## config.mk

```make
export PLATFORM = sky130hd
export DESIGN_NAME = imm_ext_pipe
export DESIGN_NICKNAME = d
export VERILOG_FILES = /design/src/rtl/imm_ext_pkg.sv /design/src/rtl/imm_ext_core.sv /design/src/rtl/imm_ext_pipe.sv
export SDC_FILE = /design/constraint.sdc
export NUM_CORES = 1
export LEC_CHECK = 0
export CORE_ASPECT_RATIO = 1.1
export CORE_MARGIN = 10
export CORE_UTILIZATION = 55
export CTS_CLUSTER_SIZE = 16
export DETAILED_ROUTE_END_ITERATION = 10
export HOLD_SLACK_MARGIN = 0.05
export PLACE_DENSITY = 0.79
export SYNTH_ARGS = -nofsm -noshare
export SYNTH_HDL_FRONTEND = slang
export SYNTH_SLANG_ARGS = --single-unit
```

## constraint.sdc

```tcl
create_clock -name clk -period 4.4 [get_ports clk]
set_input_delay 0.44 -clock clk [delete_from_list [all_inputs] [get_ports clk]]
set_output_delay 0.44 -clock clk [all_outputs]
set_load 0.05 [all_outputs]
```

## src/rtl/imm_ext_pkg.sv

```systemverilog
// Shared extension-opcode encodings and the opcode legality helper for imm_ext_pipe.
package imm_ext_pkg;

    localparam int EXT_OP_W = 3;

    localparam logic [EXT_OP_W-1:0] EXT_ZERO  = 3'd0;
    localparam logic [EXT_OP_W-1:0] EXT_SIGN  = 3'd1;
    localparam logic [EXT_OP_W-1:0] EXT_LUI   = 3'd2;
    localparam logic [EXT_OP_W-1:0] EXT_BROFF = 3'd3;
    localparam logic [EXT_OP_W-1:0] EXT_SHAMT = 3'd4;

    function automatic logic is_legal_extop(input logic [EXT_OP_W-1:0] op);
        return (op <= EXT_SHAMT);
    endfunction

endpackage

```

## src/rtl/imm_ext_core.sv

```systemverilog
// Purely combinational immediate extender: maps (imm, extop) to a DATA_W operand plus an illegal flag.
module imm_ext_core
    import imm_ext_pkg::*;
#(
    parameter int IMM_W  = 16,
    parameter int DATA_W = 32,
    parameter int OP_W   = 3
) (
    input  logic [IMM_W-1:0]  imm,
    input  logic [OP_W-1:0]   extop,
    output logic [DATA_W-1:0] value,
    output logic              illegal
);

    logic [EXT_OP_W-1:0] op_s;
    logic [DATA_W-1:0]   zext_s;
    logic [DATA_W-1:0]   sext_s;

    assign op_s   = EXT_OP_W'(extop);
    assign zext_s = {{(DATA_W-IMM_W){1'b0}}, imm};
    assign sext_s = {{(DATA_W-IMM_W){imm[IMM_W-1]}}, imm};

    // Mode select; undefined opcodes fall back to zero extension and raise illegal.
    always_comb begin
        value   = zext_s;
        illegal = !is_legal_extop(op_s);
        case (op_s)
            EXT_ZERO:  value = zext_s;
            EXT_SIGN:  value = sext_s;
            EXT_LUI:   value = {imm, {(DATA_W-IMM_W){1'b0}}};
            EXT_BROFF: value = {sext_s[DATA_W-3:0], 2'b00};
            EXT_SHAMT: value = {{(DATA_W-5){1'b0}}, imm[10:6]};
            default:   value = zext_s;
        endcase
    end

endmodule

```

## src/rtl/imm_ext_pipe.sv

```systemverilog
// Pipelined immediate-extension stage with a 2-entry (main + skid) buffer and flush.
// Optional macro IMM_EXT_BYPASS_EN adds a zero-latency path when the stage is empty.
module imm_ext_pipe
    import imm_ext_pkg::*;
#(
    parameter int IMM_W  = 16,
    parameter int DATA_W = 32,
    parameter int OP_W   = 3
) (
    input  logic              clk,
    input  logic              reset,
    input  logic              flush,
    input  logic              in_valid,
    output logic              in_ready,
    input  logic [OP_W-1:0]   in_extop,
    input  logic [IMM_W-1:0]  in_imm,
    output logic              out_valid,
    input  logic              out_ready,
    output logic [DATA_W-1:0] out_imm,
    output logic              out_illegal
);

    logic [DATA_W-1:0] ext_value_s;
    logic              ext_illegal_s;

    logic              m_valid_r;
    logic [DATA_W-1:0] m_imm_r;
    logic              m_ill_r;
    logic              s_valid_r;
    logic [DATA_W-1:0] s_imm_r;
    logic              s_ill_r;

    logic              in_fire_s;
    logic              m_pop_s;
    logic              bypass_s;
    logic              load_s;

    imm_ext_core #(
        .IMM_W  (IMM_W),
        .DATA_W (DATA_W),
        .OP_W   (OP_W)
    ) u_core (
        .imm     (in_imm),
        .extop   (in_extop),
        .value   (ext_value_s),
        .illegal (ext_illegal_s)
    );

    assign in_ready  = !s_valid_r;
    assign in_fire_s = in_valid && in_ready;
    assign m_pop_s   = m_valid_r && out_ready;

`ifdef IMM_EXT_BYPASS_EN
    assign bypass_s = !m_valid_r && !s_valid_r && in_valid && out_ready && !flush;

    // Bypassed results are handed straight to the consumer and never stored.
    always_comb begin
        if (bypass_s) begin
            out_valid   = 1'b1;
            out_imm     = ext_value_s;
            out_illegal = ext_illegal_s;
        end else begin
            out_valid   = m_valid_r;
            out_imm     = m_imm_r;
            out_illegal = m_ill_r;
        end
    end
`else
    assign bypass_s    = 1'b0;
    assign out_valid   = m_valid_r;
    assign out_imm     = m_imm_r;
    assign out_illegal = m_ill_r;
`endif

    assign load_s = in_fire_s && !bypass_s;

    // Main/skid storage: FIFO order, S refills M on a pop, flush drops everything.
    always_ff @(posedge clk or posedge reset) begin
        if (reset) begin
            m_valid_r <= 1'b0;
            m_imm_r   <= {DATA_W{1'b0}};
            m_ill_r   <= 1'b0;
            s_valid_r <= 1'b0;
            s_imm_r   <= {DATA_W{1'b0}};
            s_ill_r   <= 1'b0;
        end else if (flush) begin
            m_valid_r <= 1'b0;
            s_valid_r <= 1'b0;
        end else if (m_pop_s) begin
            if (s_valid_r) begin
                m_imm_r   <= s_imm_r;
                m_ill_r   <= s_ill_r;
                s_valid_r <= 1'b0;
            end else if (load_s) begin
                m_imm_r <= ext_value_s;
                m_ill_r <= ext_illegal_s;
            end else begin
                m_valid_r <= 1'b0;
            end
        end else if (load_s) begin
            if (!m_valid_r) begin
                m_valid_r <= 1'b1;
                m_imm_r   <= ext_value_s;
                m_ill_r   <= ext_illegal_s;
            end else begin
                s_valid_r <= 1'b1;
                s_imm_r   <= ext_value_s;
                s_ill_r   <= ext_illegal_s;
            end
        end
    end

endmodule
```

==> results of run 1 <==
-- sequential cells by signal, indices dropped and copies added, names as in the netlist --
register and cells:
s_valid_r 1, s_ill_r 1, out_valid 1, s_imm_r 32
out_illegal 1, out_imm 32
-- cell usage after synthesis --
| cell type | number | area share (%) |
|---|---|---|
| a211oi_2 | 1 | 0.35 |
| buf_2 | 13 | 1.8 |
| a22o_1 | 11 | 2.7 |
| buf_4 | 6 | 1.3 |
| xnor2_1 | 1 | 0.25 |
| nor2b_2 | 1 | 0.25 |
| nor2_1 | 20 | 2.1 |
| and3_1 | 4 | 0.71 |
| nand3b_1 | 15 | 3.2 |
| mux2i_1 | 17 | 4.8 |
| nor3b_4 | 1 | 0.53 |
| nor2b_1 | 4 | 0.71 |
| and3b_1 | 2 | 0.50 |
| nand2b_4 | 1 | 0.39 |
| a221o_1 | 1 | 0.28 |
| o211ai_1 | 11 | 2.3 |
| clkbuf_1 | 8 | 0.85 |
| o21ai_1 | 11 | 1.6 |
| nand2b_1 | 2 | 0.35 |
| a211oi_1 | 2 | 0.42 |
| o31ai_1 | 2 | 0.42 |
| nand3_1 | 13 | 1.8 |
| o21ai_0 | 16 | 2.3 |
| inv_1 | 6 | 0.64 |
| a32oi_1 | 3 | 0.74 |
| a221oi_1 | 1 | 0.25 |
| a21boi_0 | 1 | 0.21 |
| a21oi_1 | 33 | 4.7 |
| buf_6 | 2 | 0.64 |
| mux2_1 | 1 | 0.32 |
| a211o_1 | 1 | 0.25 |
| a31o_2 | 1 | 0.25 |
| a31oi_1 | 5 | 0.89 |
| o22ai_1 | 1 | 0.18 |
| a21bo_2 | 2 | 0.57 |
| a22oi_1 | 11 | 2.3 |
| nor3b_1 | 2 | 0.42 |
| dfrtp_1 | 68 | 48 |
| buf_1 | 2 | 0.21 |
| mux2_2 | 16 | 5.1 |
| nand2_1 | 36 | 3.8 |
| and2_1 | 2 | 0.35 |
-- how the worst max path moves through the flow --
stage / from / end / slack (ns) / cells past startpoint
after floorplan: reset / out_illegal$_DFFE_PP0P_ / 2.25 / 1
after CTS: in_extop[1] / out_imm[9]$_DFFE_PP0P_ / 1.79 / 4
after global placement: in_extop[1] / out_imm[13]$_DFFE_PP0P_ / 1.56 / 4
after detailed placement: in_extop[1] / out_imm[9]$_DFFE_PP0P_ / 1.47 / 4
final: in_extop[1] / out_imm[9]$_DFFE_PP0P_ / 1.75 / 4
after global routing: in_extop[1] / out_imm[9]$_DFFE_PP0P_ / 1.49 / 4
-- metal layers --
layer	part of all wire (%)	track usage, %	up-vias
li1	-	-	1375
met1	40	23.2	1429
met2	49	27.3	98
met3	9.0	6.28	14
met4	1.8	6.13	0
met5	0	0	-
-- layout make-up --
class,count,area (um^2)
clock buffers,12,155
clock inverters,4,47.5
fillers,507,1910
inverters,6,22.5
multi-input cells,252,1640
flip-flops and latches,68,1700
well taps,80,100
repair buffers,63,618
-- worst max-delay path, cell delays in order --
cell             delay (ns)
clkdlybuf4s50_1        0.94
xnor2_1                1.02
a22oi_1                0.26
o211ai_1               0.24
-- per-stage QoR --
step,instances,utilization (%),area (um^2)
2_1_floorplan,357,-,3530
3_3_place_gp,469,65.9,4080
3_5_place_dp,469,65.9,4080
4_1_cts,485,69.2,4280
5_1_grt,485,69.2,4280
6_report,485,69.2,4280
-- kinds of logic after synthesis --
group | count (synthesis) | synth area share, %
AO/OA/AOI/OAI | 114 | 20.7
XOR/XNOR | 1 | 0.248
buffers and inverters | 37 | 5.45
flip-flops | 68 | 48.2
multiplexers | 34 | 10.2
AND/OR/NAND/NOR | 103 | 15.2
-- report_power, final --
group,switching (mW),total [mW],internal [mW]
Combinational,0.362,0.572,0.211
Sequential,0.0677,0.816,0.749
Clock,0.238,0.529,0.291
Total,0.668,1.92,1.25
==> out/qor.csv, run 1 <==
metric,value,unit
min_path_type,reg -> reg,
clock_path_buffers,2,
r2r_start,out_valid$_DFFE_PP0P_,
fmax,377,MHz
hold_violations,0,
ant_nets,0,
overflow,0,
syn2layout_area_growth,21.2,%
rsz0062_at_grt,no,
coreArea,0.00619,mm^2
n_antenna_cell,0,
wl_per_cell,18.2,um
cp_max_fo,32,
min_to,out_imm[28]$_DFFE_PP0P_,
worstSkewPairLatency,0.35,ns
dp_slack,1.47,ns
layout-drive-gt1-share,10.9,%
synth-seq-cells,68,
critPathArrivalTime,2.91,ns
layout.cells.most_common,dfrtp_1,
ctsResizeCount,0,
via_count,2916,
fin_crit,2.65,ns
p_total,1.92,mW
maxCapViolations,0,
required,4.66,ns
postCtsHoldBufs,0,
cts_made_buffers,9,
grtUsageTotal,18.0,%
dp_hpwl,6050,um
rr_endpoint,out_imm[9]$_DFFE_PP0P_,
die_x,96.4,um
tritoncts,yes,
start_util,57.1,%
cts.reportedPaths.clkPinSlew,0.07,ns
drc,0,
setup.worst_path.class,in -> reg,
grt_max_degree,50,
relSlewSlack,29.0,%
setup_tns,0,ns
io_buffer_count,58,
whs,0.481,ns
drt_wl_total,8800,um
place_congestion,0.903,
min_period_over_period,60.3,%
peakVddDrop,0.344,mV
grt_pass1_vias,2831,
ys_warn_count,0,
h-tree-depth,3,
rr_worst_depth,5,
reg2reg_slack,2.46,ns
clock-skew-final,0.0121,ns
postSynthAreaPerCell,9.90,um^2
min_path_cells,2,
p_leak,1.87,nW
layout_common_cells,"dfrtp_1, clkdlybuf4s50_1, nand2_1, a21oi_1, nor2_1",
ys_seq_area_share,48.2,%
cts_root_buffer,clkbuf_8,
post-cts-setup-buffers,0,
final_max_slew_viol_count,0,
cts.sink_count,68,
io_pins,59,
syn-cell-area,0.00353,mm^2
ys_types,42,
first_pass_iters,5,
viasPerCell,6.01,
run_status,completed,
drtIter0Drc,235,
setup_violations,0,
setup_ws,1.75,ns
worst_pin_slew,1.06,ns
end_kind,flop,
nets,424,
cp-start-kind,input pin,
antenna_found_initial,0,
netlist_instances,357,
dieArea,0.0100,mm^2
fp-row-count,30,
synth_nets,381,
fp.dieH,104,um
grt_pass1_wl,14500,um
power_density,448,mW/mm^2
hp-start,out_imm[28]$_DFFE_PP0P_,
(Power assumes the default switching activity.)
==> inputs of run 2 (changes only) <==
--- a/config.mk
+++ b/config.mk
@@ -7,11 +7,11 @@
 export LEC_CHECK = 0
 export CORE_ASPECT_RATIO = 1.1
 export CORE_MARGIN = 10
-export CORE_UTILIZATION = 55
+export CORE_UTILIZATION = 53
 export CTS_CLUSTER_SIZE = 16
 export DETAILED_ROUTE_END_ITERATION = 10
 export HOLD_SLACK_MARGIN = 0.05
-export PLACE_DENSITY = 0.79
+export PLACE_DENSITY = 0.77
 export SYNTH_ARGS = -nofsm -noshare
 export SYNTH_HDL_FRONTEND = slang
 export SYNTH_SLANG_ARGS = --single-unit
==> constraint.sdc (replaced) <==
create_clock -name clk -period 2.68 [get_ports clk]
set_input_delay 0.268 -clock clk [delete_from_list [all_inputs] [get_ports clk]]
set_output_delay 0.268 -clock clk [all_outputs]
set_load 0.05 [all_outputs]
==> run 2 against run 1 <==
Net effect: worst hold slack worse by 0.22 ns; cell count up 1.9%; non-clock buffer count increased by 7; global-route usage is 1.3 points lower; sequential share of layout area is 0.95 points lower; wire length is 2.1% lower; combinational power up 65%; flip-flop and latch count unchanged; critical path type unchanged; critical endpoint unchanged; largest power group unchanged.
==> out/qor.csv, run 2 (same netlist as run 1, synthesis figures left out) <==
metric,value,unit,change
power_density,750,mW/mm^2,+67%
final_max_slew_viol_count,0,,unchanged
fmax,467,MHz,
wl_per_cell,17.4,um,-3.9%
fin_crit,2.14,ns,
fp-row-count,31,,+3.3%
io_pins,59,,unchanged
postCtsHoldBufs,0,,unchanged
critPathArrivalTime,2.40,ns,-0.51 ns
p_leak,1.93,nW,+2.9%
cts.reportedPaths.clkPinSlew,0.07,ns,about the same
maxCapViolations,0,,unchanged
worstSkewPairLatency,0.34,ns,about the same
via_count,2871,,-1.5%
syn2layout_area_growth,24.2,%,
worst_pin_slew,0.930,ns,-0.132 ns
peakVddDrop,0.485,mV,+41%
min_period_over_period,79.9,%,
cts_root_buffer,clkbuf_8,,
nets,431,,+1.7%
cp-start-kind,input pin,,
h-tree-depth,3,,unchanged
overflow,0,,unchanged
end_kind,flop,,
n_antenna_cell,0,,unchanged
layout_common_cells,"dfrtp_1, clkdlybuf4s50_1, nand2_1, a21oi_1, nor2_1",,
ant_nets,0,,unchanged
dp_hpwl,6040,um,-0.18%
dieArea,0.0103,mm^2,+3.0%
crit_chain,"clkdlybuf4s50_1, xnor2_1, a22oi_1, o211ai_1",,
clock-skew-final,0.00519,ns,-0.00686 ns
place_congestion,0.895,,-0.94%
fp.dieH,106,um,+1.5%
timing.critical_path.buf_inv,1,,unchanged
required,2.93,ns,-1.73 ns
whs,0.260,ns,-0.222 ns
grt_max_degree,50,,unchanged
min_path_type,in -> async,,
first_pass_iters,6,,+1
start_util,54.2,%,-2.8 points
setup.worst_path.class,in -> reg,,
cpMaxStageDelayCell,xnor2_1,,
tritoncts,yes,,
cp_slowest_stage_delay,0.89,ns,-0.13 ns
drc,0,,unchanged
grt_pass1_wl,14400,um,-0.66%
cts_made_buffers,9,,unchanged
cp_top_family,XOR/XNOR gates,,
cp_max_fo,18,,-44%
layout-drive-gt1-share,12.4,%,+1.5 points
run_status,completed,,
drt_wl_total,8620,um,-2.1%
setup_violations,0,,unchanged
grtUsageTotal,16.7,%,-1.3 points
rsz0062_at_grt,no,,
drtIter0Drc,197,,-16%
hold_violations,0,,unchanged
viasPerCell,5.81,,-3.3%
grt_pass1_vias,2837,,+0.21%
layout.cells.most_common,dfrtp_1,,
coreArea,0.00652,mm^2,+5.2%
io_buffer_count,58,,unchanged
clock_path_buffers,2,,unchanged
relSlewSlack,37.5,%,+8.6 points
antenna_found_initial,0,,unchanged
ctsResizeCount,0,,unchanged
post-cts-setup-buffers,0,,unchanged
setup_tns,0,ns,unchanged
cts.sink_count,68,,unchanged
die_x,97.9,um,+1.5%
-- run 2: changes by cell type in the layout (fill, tap and decap cells not counted), sizes merged --
cell | before | now
clkbuf | 12 | 10
bufinv | 1 | 3
buf | 5 | 12
clkinvlp | 1 | 0
clkinv | 2 | 3
-- run 2: metrics by stage --
step                std cells  util (%)  instance area [um^2]  total power, mW  setup slack (ns)
floorplan                 357         -                  3530             1.98             0.700
global placement          478      63.7                  4150             2.28             0.269
detailed placement        478      63.7                  4150             2.31             0.271
CTS                       494      67.4                  4390             3.32             0.593
global route              494      67.4                  4390             3.45             0.391
finish                    494      67.4                  4390             3.29             0.538
-- run 2: report_power, final --
| part | switching [mW] | leakage (nW) | internal [mW] |
|---|---|---|---|
| combinational | 0.594 | 0.945 | 0.352 |
| clock | 0.391 | 0.120 | 0.620 |
| sequential | 0.105 | 0.862 | 1.23 |
-- run 2: final cells by class --
cell class | count | area, um^2
Clock buffer | 10 | 128
Fill cell | 525 | 2130
Tap cell | 82 | 103
Clock inverter | 6 | 113
Timing Repair Buffer | 70 | 683
Inverter | 6 | 22.5
Multi-Input combinational cell | 252 | 1640
Sequential cell | 68 | 1700
-- run 2: final timing paths --
kind | endpoint | start | slack, ns | depth (start not counted)
worst max-delay path | out_imm[9]$_DFFE_PP0P_ | in_extop[2] | 0.54 | 4
worst min-delay path | out_imm[4]$_DFFE_PP0P_ | reset | 0.26 | 2
worst max register to register | out_imm[9]$_DFFE_PP0P_ | s_valid_r$_DFFE_PP0P_ | 0.85 | 5
worst min register to register | out_imm[2]$_DFFE_PP0P_ | out_imm[2]$_DFFE_PP0P_ | 0.49 | 2
max in group asynchronous | out_valid$_DFFE_PP0P_ | reset | 1.73 | 3
min in group clk | out_imm[2]$_DFFE_PP0P_ | out_imm[2]$_DFFE_PP0P_ | 0.49 | 2
-- run 2: per-layer routing --
metal,share of wire [%],GRT usage (%),vias up
li1,-,-,1390
met1,44,20.9,1399
met2,50,27.3,68
met3,5.0,4.57,14
met4,1.6,5.72,0
met5,0,0,-
-- run 2: worst register-to-register path, stage by stage, from the launching register on --
cell and delay, ns:
dfrtp_1 0.44, nand2b_4 0.20, a211oi_2 0.21, buf_4 0.27, nand2_1 0.32, o211ai_1 0.30
